[src/rtl/cheat_code_loader.sv]
// Cheat code loader: assembles big-endian 16-byte codes from a byte stream and strobes
// them into the cheat engine. Define CHEAT_LOADER_CHECKSUM_EN to require a 17th XOR checksum byte.
module cheat_code_loader #(
  parameter int unsigned STROBE_CYCLES = 2,
  parameter int unsigned CLEAR_CYCLES  = 2
) (
  input  logic         clk,
  input  logic         reset_n,
  input  logic         clear,
  input  logic         s_valid,
  input  logic [7:0]   s_data,
  output logic         s_ready,
  output logic [128:0] code,
  output logic         codes_reset,
  output logic         busy,
  output logic [7:0]   applied_count,
  output logic [7:0]   err_count
);

`ifdef CHEAT_LOADER_CHECKSUM_EN
  localparam int unsigned CNT_W = 5;
  localparam int unsigned ASM_W = 128;
`else
  // Without a checksum the 16th byte goes straight into code, so only 15 bytes are assembled.
  localparam int unsigned CNT_W = 4;
  localparam int unsigned ASM_W = 120;
`endif
  localparam logic [CNT_W-1:0] LAST_BYTE   = CNT_W'(ASM_W / 8);
  localparam logic [3:0]       STROBE_LAST = 4'(STROBE_CYCLES - 1);
  localparam logic [3:0]       CLEAR_LAST  = 4'(CLEAR_CYCLES - 1);

  typedef enum logic [2:0] {
    RECV,
    LOAD,
    STROBE_HI,
    STROBE_LO,
    CLEAR,
    CHECK
  } state_t;

  state_t             r_state;
  logic [CNT_W-1:0]   r_byte_cnt;
  logic [ASM_W-1:0]   r_asm;
  logic [127:0]       r_code;
  logic               r_strobe;
  logic               r_codes_reset;
  logic               r_s_ready;
  logic               r_busy;
  logic [7:0]         r_applied;
  logic [3:0]         r_timer;
`ifdef CHEAT_LOADER_CHECKSUM_EN
  logic [7:0]         r_err;
  logic [7:0]         r_xor;
  logic               r_chk_ok;
`endif

  logic w_accept;
  assign w_accept = s_valid & r_s_ready;

  // NOTE: clear must kill the strobe in the very cycle it is asserted, so it gates the
  // registered strobe combinationally instead of waiting for the next edge.
  assign code          = {r_strobe & ~clear, r_code};
  assign s_ready       = r_s_ready;
  assign busy          = r_busy;
  assign codes_reset   = r_codes_reset;
  assign applied_count = r_applied;
`ifdef CHEAT_LOADER_CHECKSUM_EN
  assign err_count     = r_err;
`else
  assign err_count     = 8'd0;
`endif

  // NOTE: every register here, the wide assembly and code registers included, takes the
  // asynchronous reset so code drops to zero the instant reset_n falls.
  always_ff @(posedge clk or negedge reset_n) begin
    if (!reset_n) begin
      r_state       <= RECV;
      r_byte_cnt    <= '0;
      r_asm         <= '0;
      r_code        <= '0;
      r_strobe      <= 1'b0;
      r_codes_reset <= 1'b1;
      r_s_ready     <= 1'b0;
      r_busy        <= 1'b1;
      r_applied     <= '0;
      r_timer       <= '0;
`ifdef CHEAT_LOADER_CHECKSUM_EN
      r_err         <= '0;
      r_xor         <= '0;
      r_chk_ok      <= 1'b0;
`endif
    end else begin
      // NOTE: non-blocking defaults here; each transition below overrides only what it drives.
      r_s_ready     <= 1'b0;
      r_busy        <= 1'b1;
      r_codes_reset <= 1'b0;
      r_strobe      <= 1'b0;

      if (clear) begin
        r_state       <= CLEAR;
        r_byte_cnt    <= '0;
        r_asm         <= '0;
        r_timer       <= CLEAR_LAST;
        r_codes_reset <= 1'b1;
        r_applied     <= '0;
`ifdef CHEAT_LOADER_CHECKSUM_EN
        r_err         <= '0;
        r_xor         <= '0;
`endif
      end else begin
        case (r_state)
          RECV: begin
            r_s_ready <= 1'b1;
            r_busy    <= 1'b0;
            if (w_accept) begin
              if (r_byte_cnt == LAST_BYTE) begin
                r_byte_cnt <= '0;
                r_s_ready  <= 1'b0;
                r_busy     <= 1'b1;
`ifdef CHEAT_LOADER_CHECKSUM_EN
                r_chk_ok   <= (s_data == r_xor);
                r_xor      <= '0;
                r_state    <= CHECK;
`else
                r_code     <= {r_asm, s_data};
                r_state    <= LOAD;
`endif
              end else begin
                r_asm      <= {r_asm[ASM_W-9:0], s_data};
                r_byte_cnt <= r_byte_cnt + 1'b1;
`ifdef CHEAT_LOADER_CHECKSUM_EN
                r_xor      <= r_xor ^ s_data;
`endif
              end
            end
          end

`ifdef CHEAT_LOADER_CHECKSUM_EN
          CHECK: begin
            if (r_chk_ok) begin
              r_code  <= r_asm;
              r_state <= LOAD;
            end else begin
              r_err     <= (r_err != 8'hFF) ? r_err + 8'd1 : r_err;
              r_state   <= RECV;
              r_s_ready <= 1'b1;
              r_busy    <= 1'b0;
            end
          end
`endif

          LOAD: begin
            r_state   <= STROBE_HI;
            r_timer   <= STROBE_LAST;
            r_strobe  <= 1'b1;
            r_applied <= (r_applied != 8'hFF) ? r_applied + 8'd1 : r_applied;
          end

          STROBE_HI: begin
            if (r_timer == 4'd0) begin
              r_state <= STROBE_LO;
              r_timer <= STROBE_LAST;
            end else begin
              r_timer  <= r_timer - 4'd1;
              r_strobe <= 1'b1;
            end
          end

          STROBE_LO: begin
            if (r_timer == 4'd0) begin
              r_state   <= RECV;
              r_s_ready <= 1'b1;
              r_busy    <= 1'b0;
            end else begin
              r_timer <= r_timer - 4'd1;
            end
          end

          CLEAR: begin
            if (r_timer == 4'd0) begin
              r_state   <= RECV;
              r_s_ready <= 1'b1;
              r_busy    <= 1'b0;
            end else begin
              r_timer       <= r_timer - 4'd1;
              r_codes_reset <= 1'b1;
            end
          end

          default: r_state <= RECV;
        endcase
      end
    end
  end

endmodule

[config.mk]
export PLATFORM = sky130hd
export DESIGN_NAME = cheat_code_loader
export DESIGN_NICKNAME = d
export VERILOG_FILES = /design/src/rtl/cheat_code_loader.sv
export SDC_FILE = /design/constraint.sdc
export NUM_CORES = 1
export LEC_CHECK = 0
export CAP_MARGIN = 10
export CORE_MARGIN = 2
export CORE_UTILIZATION = 35
export DETAILED_ROUTE_END_ITERATION = 10
export SYNTH_ARGS = -nofsm -noshare
export SYNTH_HDL_FRONTEND = slang
export SYNTH_SLANG_ARGS = --single-unit
[constraint.sdc]
create_clock -name clk -period 1.8 [get_ports clk]
set_input_delay 0.27 -clock clk [delete_from_list [all_inputs] [get_ports clk]]
set_output_delay 0.27 -clock clk [all_outputs]
set_load 0.02 [all_outputs]
After elaboration in Yosys (flattened, before gate mapping)
Cells that the tools add are included.
{"block": "word_totals", "reg_bits": 271, "out_inout_bits": 148, "word_cells": 77, "inputBits": 12}
{"block": "classes", "bitwise_logic": 3, "addsub": 3, "mux": 35, "n_reduce_logical": 14, "n_eq_ne": 12}
{"operator": "$mux 120", "n": 4}
{"operator": "$mux 4", "n": 7}
{"operator": "$mux 8", "n": 3}
{"operator": "$mux 3", "n": 5}
{"operator": "$ne 3x3->1 const B", "n": 4}
{"operator": "$pmux 3 s4", "n": 1}
{"operator": "$pmux 4 s3", "n": 1}
{"operator": "$mux 1", "n": 11}
{"operator": "$add 8x1->8 const B", "n": 1}
{"operator": "$ne 8x8->1 const B", "n": 1}
{"operator": "$reduce_and 4->1", "n": 2}
{"operator": "$reduce_bool 2->1", "n": 4}
{"operator": "$eq 3x2->1 const B", "n": 2}
{"operator": "$pmux 1 s2", "n": 3}
{"operator": "$reduce_and 2->1", "n": 3}
{"operator": "$add 4x1->4 const B", "n": 1}
{"operator": "$eq 4x4->1 const B", "n": 1}
{"operator": "$logic_not 4->1", "n": 1}
{"operator": "$reduce_bool 4->1", "n": 1}
{"operator": "$sub 4x1->4 const B", "n": 1}
{"operator": "$eq 3x1->1 const B", "n": 1}
{"operator": "$eq 3x3->1 const B", "n": 1}
{"operator": "$logic_not 3->1", "n": 1}
{"operator": "$ne 3x1->1 const B", "n": 1}
{"operator": "5 further kinds", "n": 6}

Longest topological paths before layout
Gate-level depths: netlist of run 1.
{"block": "depth", "ltp_word": 5, "ltp_mapped": 7, "ltp_nobuf": 6}

Worst setup path after synthesis of run 1
OpenSTA, ideal clock, no wires.
{"block": "synth_timing", "path_type": "register -> register", "start": "register r_timer[0]", "end": "register r_timer[1]", "stages_incl_launch_ff": 8, "path_slack_ns": -0.035, "arrival_ns": 1.763, "n_path_buf": 1, "synth_period_minus_slack_ns": 1.835, "t_required_ns": 1.728, "setup_time_ns": 0.072, "cell_sequence": "dfrtp_1 inv_1 ha_1 or3b_2 clkbuf_1 o21ai_0 mux2_2 nor2_1"}
{"block": "synth_between", "elab_chain_len": 4, "word_cells_on_any_way": 8, "classes_between": "add/sub (1); eq/ne (1); mux (4); reduce/logical (2)"}
{"element": "from (decl)", "line_no": "50", "rtl": "logic [3:0] r_timer;"}
{"element": "from (signal assigned)", "line_no": "164", "rtl": "r_timer <= r_timer - 4'd1;"}
{"element": "from (signal assigned)", "line_no": "175", "rtl": "r_timer <= r_timer - 4'd1;"}
{"element": "from (signal assigned)", "line_no": "185", "rtl": "r_timer <= r_timer - 4'd1;"}
{"element": "$sub 4x1->4 / $logic_not 4->1 (equally long branches)"}
{"element": "$mux 4 (on tied branches)", "line_no": "170, 180, 160"}
{"element": "$pmux 4 s3", "line_no": "111", "rtl": "case (r_state)"}
{"element": "$mux 4", "line_no": "99", "rtl": "if (clear) begin"}
Parallel ways exist; a longest one is shown, timed or not. The select of a mux whose other input is x is not followed.
A chain may end at the register's enable or synchronous reset.

Worst setup path after layout of run 1
{"block": "layout_timing", "start": "register r_state[1]", "end": "register r_code[14]"}
{"block": "layout_between", "elab_chain_len": 2}
{"element": "from (decl)", "line_no": "41", "rtl": "state_t r_state;"}
{"element": "from (signal assigned)", "line_no": "77", "rtl": "r_state <= RECV;"}
{"element": "from (signal assigned)", "line_no": "100", "rtl": "r_state <= CLEAR;"}
{"element": "from (signal assigned)", "line_no": "126", "rtl": "r_state <= LOAD;"}
{"element": "$logic_not 3->1", "line_no": "111"}
{"element": "$reduce_and 4->1 (no line)"}
{"element": "to (signal assigned)", "line_no": "125", "rtl": "r_code <= {r_asm, s_data};"}
{"element": "to (decl)", "line_no": "44", "rtl": "logic [127:0] r_code;"}
Every way passes these cells.

==> results of run 1 <==
[metrics by stage]
| step | worst slack, ns | hold WS (ns) | power (mW) | area, um2 | utilization |
|---|---|---|---|---|---|
| after floorplan | -0.0187 | -0.0256 | 6.90 | 10900 | - |
| final | -0.144 | 0.257 | 13.6 | 16300 | 0.535 |
| after CTS | -0.170 | 0.256 | 13.6 | 15700 | 0.514 |
| after global routing | -0.205 | 0.280 | 14.2 | 16300 | 0.535 |
| after global placement | -0.437 | 0.236 | 7.44 | 13100 | 0.431 |
| after detailed placement | -0.417 | 0.229 | 7.45 | 13100 | 0.431 |
[routing by layer]
layer  part of all wire  GRT usage
met3              0.066     0.0509
met5            0.00029          0
met4              0.024     0.0442
met1               0.43      0.236
met2               0.49      0.295
[kinds of logic after synthesis]
group,after synthesis
AOI/OAI and AO/OA,154
DFF,271
other,1
muxes,132
and+or+nand+nor,303
adders and majority gates,3
xor gates and xnor gates,5
buffers and inverters,77
[power by group]
| group | internal [mW] | switching, mW | leakage, nW | total (mW) |
|---|---|---|---|---|
| Combinational | 0.801 | 0.875 | 3.12 | 1.68 |
| Clock | 3.39 | 2.34 | 0.443 | 5.73 |
| Sequential | 6.18 | 0.0641 | 3.77 | 6.24 |
[repair_timing]
item | CTS | global route
hold buffers | 1 | 0
setup endpoints to repair | 301 | 378
setup buffers | 28 | 7
gates resized for setup | 211 | 144
gates cloned | 24 | 11
pin swaps | 50 | 27
hold endpoints to repair | 38 | 0
[placed cells by master, fill, tap and decap left out, types with 31 or more instances in the layout]
cell type and instances:
dfrtp_1 269, nand2_1 184, clkdlybuf4s50_1 138, mux2_4 83, a21oi_2 70, a21oi_1 58
mux2_2 47, clkbuf_16 38, nand2_4 34, nand2_2 31
[registers in the layout, indices dropped and copies added, names as in the netlist]
signal / cells
r_state: 3
r_asm: 120
r_code: 128
r_strobe: 1
r_byte_cnt: 4
s_ready: 1
codes_reset: 1
r_timer: 4
applied_count: 8
busy: 1
[how the worst max path moves through the flow]
stage               startpoint          to  slack, ns
floorplan           r_state[1]   r_code[7]      -0.02
global placement       s_valid  r_code[94]      -0.44
detailed placement     s_valid  r_code[65]      -0.42
CTS                 r_state[1]  r_code[14]      -0.17
global route        r_state[1]  r_code[45]      -0.21
finish              r_state[1]  r_code[14]      -0.14
[worst max-delay path, stage by stage, from the launching register on]
cell and delay, ns:
dfrtp_1 0.38, or3_4 0.38, nor4_4 0.21, buf_4 0.18, buf_12 0.14, buf_12 0.17
mux2_2 0.35
[area by class of cell]
class	instances	area (um2)	area share
Tap cell	396	495	0.0304
Clock inverter	5	55.1	0.00338
Multi-Input combinational cell	606	4670	0.286
Inverter	4	15.0	0.000920
Clock buffer	42	855	0.0524
Timing Repair Buffer	266	3430	0.211
Sequential cell	271	6780	0.416
==> impl_metrics.json, run 1 <==
{
  "async_flop_share": 1.00,
  "die-area_mm2": 0.0323,
  "coreArea_mm2": 0.0305,
  "final_nets": 1193,
  "worstMarginPinSlew_ns": 0.975,
  "fillers": 2590,
  "r2r_cells": 6,
  "min_path_type": "primary input to asynchronous set/reset pin",
  "synth_top_family_by_area": "multiplexers",
  "clockBufferDepth": 3,
  "relSlewSlack": 0.350,
  "synth_compound_area_frac": 0.0756,
  "vias": 8006,
  "drt_wl_total_mm": 30.5,
  "synthMuxAreaShare": 0.137,
  "drc": 0,
  "clk_latency_ns": 0.54,
  "grt_antenna_before_repair": 1,
  "reg2reg_slack_ns": -0.14,
  "grt_pass1_vias": 8245,
  "slew_viol_final": 0,
  "htreeDepth": 1,
  "end_kind": "flop",
  "clock_skew_ns": 0.0137,
  "clk_transition_reported_paths_ns": 0.06,
  "cts_sinks": 271,
  "timing_worst_setup_path_type": "flop to flop",
  "syn_to_final_growth_pct": 50.8,
  "synth_ff_type": "dfrtp_1",
  "cp_max_fo": 20,
  "worst_ep_arrival_time_ns": 2.36,
  "grt_use_total": 0.180,
  "yosysMostFrequentCell": "dfrtp_1",
  "syn_inst": 946,
  "status": "finished with violations",
  "gp_congestion": 0.769,
  "critPathLaunchType": "flop",
  "synth_area_leaders": "dfrtp_1 62%, mux2_2 14%, nand2_1 8.6%",
  "cts_tree": "done",
  "yosysWarnings": 0,
  "synth_edf_count": 0,
  "synthesis.area_mm2": 0.0108,
  "setup_ws_ns": -0.144,
  "min_period_ns": 1.94,
  "io_buffer_count": 151,
  "synth-seq-cells": 271,
  "synth_sequential_area_ratio": 0.627,
  "synth-simple-area-share": 0.114,
  "cts_buffers": 29,
  "fmax_ghz": 0.514,
  "rows": 64,
  "dr.pass1.iters": 5,
  "num_io_pins": 160,
  "yosysTopAreaCell": "dfrtp_1",
  "synth_cell_type_count": 42,
  "die_h_um": 180,
  "drt_iter0_markers": 486,
  "avgSynthCellArea_um2": 11.4,
  "r2r-end": "r_code[14]",
  "grt_max_degree": 146,
  "root_buffer": "clkbuf_16",
  "die_x_um": 180,
  "fin_cells": 1590,
  "p_leak_nw": 7.33,
  "grt_overflow": 0,
  "final_antenna_net_count": 0,
  "violations": "setup timing",
  "synth_top_area_share": 0.622,
  "drt-wirelength-per-cell_um": 19.2,
  "via_per_inst": 5.04,
  "drive_gt1_frac": 0.369,
  "rsz0062_at_grt": "true",
  "grt_first_pass_wirelength_mm": 47.0,
  "hold_viol": 0,
  "synth_common_cells": "269 x dfrtp_1, 249 x nand2_1, 130 x mux2_2, 128 x a21oi_1, 38 x clkbuf_1",
  "initial_core_util": 0.355,
  "cp.required_ns": 2.22,
  "peakVddDrop_v": 0.000621,
  "dpl.hpwl_mm": 16.8,
  "diodes": 0,
  "fin_crit_sh": 1.08,
  "synthXorXnorAreaFrac": 0.00405,
  "dp_cells": 1482,
  "r2r-start": "r_state[1]",
  "drv_cap": 0,
  "yosys.area_share.adder": 0.00347,
  "fin_setup_tns_ns": -17.35,
  "p_per_area_mw_per_mm2": 837,
  "setup_violations": 276
}
(Power assumes the default switching activity.)
==> run 2: changes to the inputs <==
--- a/config.mk
+++ b/config.mk
@@ -8,6 +8,8 @@
 export CAP_MARGIN = 10
 export CORE_MARGIN = 2
 export CORE_UTILIZATION = 35
+export CTS_BUF_LIST = sky130_fd_sc_hd__clkbuf_16
+export CTS_CLUSTER_DIAMETER = 50
 export DETAILED_ROUTE_END_ITERATION = 10
 export SYNTH_ARGS = -nofsm -noshare
 export SYNTH_HDL_FRONTEND = slang
==> impl_metrics.json, run 2 (same netlist as run 1, synthesis figures left out) <==
{
  "status": "finished with violations",
  "violations": "setup timing",
  "gp_congestion": 0.769,
  "worst_ep_arrival_time_ns": 2.38,
  "dr.pass1.iters": 5,
  "drt-wirelength-per-cell_um": 18.6,
  "relSlewSlack": 0.344,
  "clockBufferDepth": 3,
  "grt_pass1_vias": 7947,
  "grt_first_pass_wirelength_mm": 44.4,
  "min_period_ns": 1.95,
  "largest_reg_flops": 128,
  "fillers": 2660,
  "die_h_um": 180,
  "hold_viol": 0,
  "final_util": 0.523,
  "fin_cells": 1567,
  "grt_antenna_before_repair": 0,
  "rows": 64,
  "swShare": 0.246,
  "top_register": "r_code",
  "cts_buffers": 30,
  "clk_transition_reported_paths_ns": 0.06,
  "num_io_pins": 160,
  "syn_to_final_growth_pct": 47.4,
  "final_antenna_net_count": 0,
  "final_nets": 1167,
  "mostFrequentLayoutCell": "dfrtp_1",
  "peakVddDrop_v": 0.000879,
  "p_leak_nw": 8.83,
  "rsz0062_at_grt": "true",
  "drc": 0,
  "root_buffer": "clkbuf_16",
  "end_kind": "flop",
  "clock_power_share": 0.432,
  "dpl.hpwl_mm": 16.8,
  "drt_wl_total_mm": 29.1,
  "cts_sinks": 271,
  "die_x_um": 180,
  "grt_overflow": 0,
  "cts_tree": "done",
  "power_mw": 13.5,
  "drt_iter0_markers": 456,
  "critPathLaunchType": "flop",
  "grt_max_degree": 146,
  "htreeDepth": 1,
  "dp_slack_ns": -0.417,
  "layout_common_cells": "269 x dfrtp_1, 182 x nand2_1, 92 x dlygate4sd2_1",
  "internal-power_mw": 10.2,
  "grt_use_total": 0.169,
  "fmax_ghz": 0.512,
  "power_frac_seq": 0.463,
  "worstMarginPinSlew_ns": 0.985,
  "io_buffer_count": 151,
  "p_comb_frac": 0.104,
  "drive_gt1_frac": 0.370,
  "initial_core_util": 0.355,
  "cp_max_fo": 20,
  "clk_latency_ns": 0.55,
  "setup_violations": 232,
  "clock_skew_ns": 0.0154,
  "via_per_inst": 4.95,
  "cp.required_ns": 2.23,
  "die-area_mm2": 0.0323,
  "dp_cells": 1482,
  "timing_worst_setup_path_type": "flop to flop",
  "slew_viol_final": 0,
  "drv_cap": 0,
  "vias": 7764,
  "setup_ws_ns": -0.152,
  "fin_crit_sh": 1.08,
  "power_switching_mw": 3.32,
  "worst_hold_slack_ns": 0.247,
  "coreArea_mm2": 0.0305,
  "p_per_area_mw_per_mm2": 845,
  "min_path_type": "primary input to asynchronous set/reset pin",
  "diodes": 0
}
[run 2: cell types whose count changed in the layout (fill, tap and decap cells not counted), sizes merged]
cell / previous run / this run
nand3: 7 / 6
bufinv: 1 / 2
clkbuf: 51 / 38
buf: 107 / 83
dlygate4sd2: 10 / 92
clkdlybuf4s50: 138 / 11
inv: 4 / 9
clkinvlp: 2 / 1
dlymetal6s2s: 1 / 46
clkinv: 2 / 12
[run 2: per-layer routing]
metal  track usage  wire [um]  up-vias
li1              -          -     3594
met1         0.230      12800     3948
met2         0.270      13900      193
met3        0.0478       2100       29
met4        0.0338        359        0
met5             0          0        -
[run 2: area by class of cell]
class,instances,area (um2),area share
sequential,271,6780,0.425
multi-input combinational,605,4810,0.302
timing repair buffer,240,2910,0.183
clock buffer,31,776,0.0486
tap,396,495,0.0311
clock inverter,20,155,0.00973
inverter,4,15.0,0.000942
[run 2: metrics by stage]
stage	TNS (ns)	instance area (um2)
floorplan	-1.87	10900
global placement	-61.52	13100
detailed placement	-57.20	13100
CTS	-26.79	14800
global route	-37.32	15900
finish	-19.83	15900
[run 2: timing repair]
item | 4_1_cts | 5_1_grt
setup endpoints to repair | 329 | 294
setup buffers | 14 | 9
pin swaps | 5 | 108
resized for setup | 203 | 293
gates cloned | 11 | 9
endpoints found under the hold margin | 43 | 0
hold buffers | 1 | 0
[run 2: worst max-delay path, stage by stage (launching register included)]
cell,delay [ns]
dfrtp_1,0.38
or3_4,0.38
nor4_4,0.21
buf_4,0.18
buf_12,0.14
buf_12,0.17
mux2_2,0.35
[run 2: power by group through the flow]
| stage | logic, mW | clock network, mW | registers (mW) |
|---|---|---|---|
| floorplan | 0.533 | 0 | 6.37 |
| global placement | 1.09 | 0 | 6.35 |
| detailed placement | 1.10 | 0 | 6.35 |
| CTS | 1.23 | 5.96 | 6.24 |
| global route | 1.54 | 6.21 | 6.25 |
| finish | 1.40 | 5.82 | 6.24 |
[run 2: path summary, 6_finish.rpt]
path	end	depth (start not counted)	from	slack, ns
max in group asynchronous	r_asm[1]	3	reset_n	0.90
hold reg to reg	r_code[47]	1	r_code[47]	0.50
hold / removal	r_timer[2]	2	reset_n	0.25
setup / recovery	r_code[14]	6	r_state[1]	-0.15
setup reg to reg	r_code[14]	6	r_state[1]	-0.15
min in group clk	r_asm[3]	3	s_data[3]	0.33
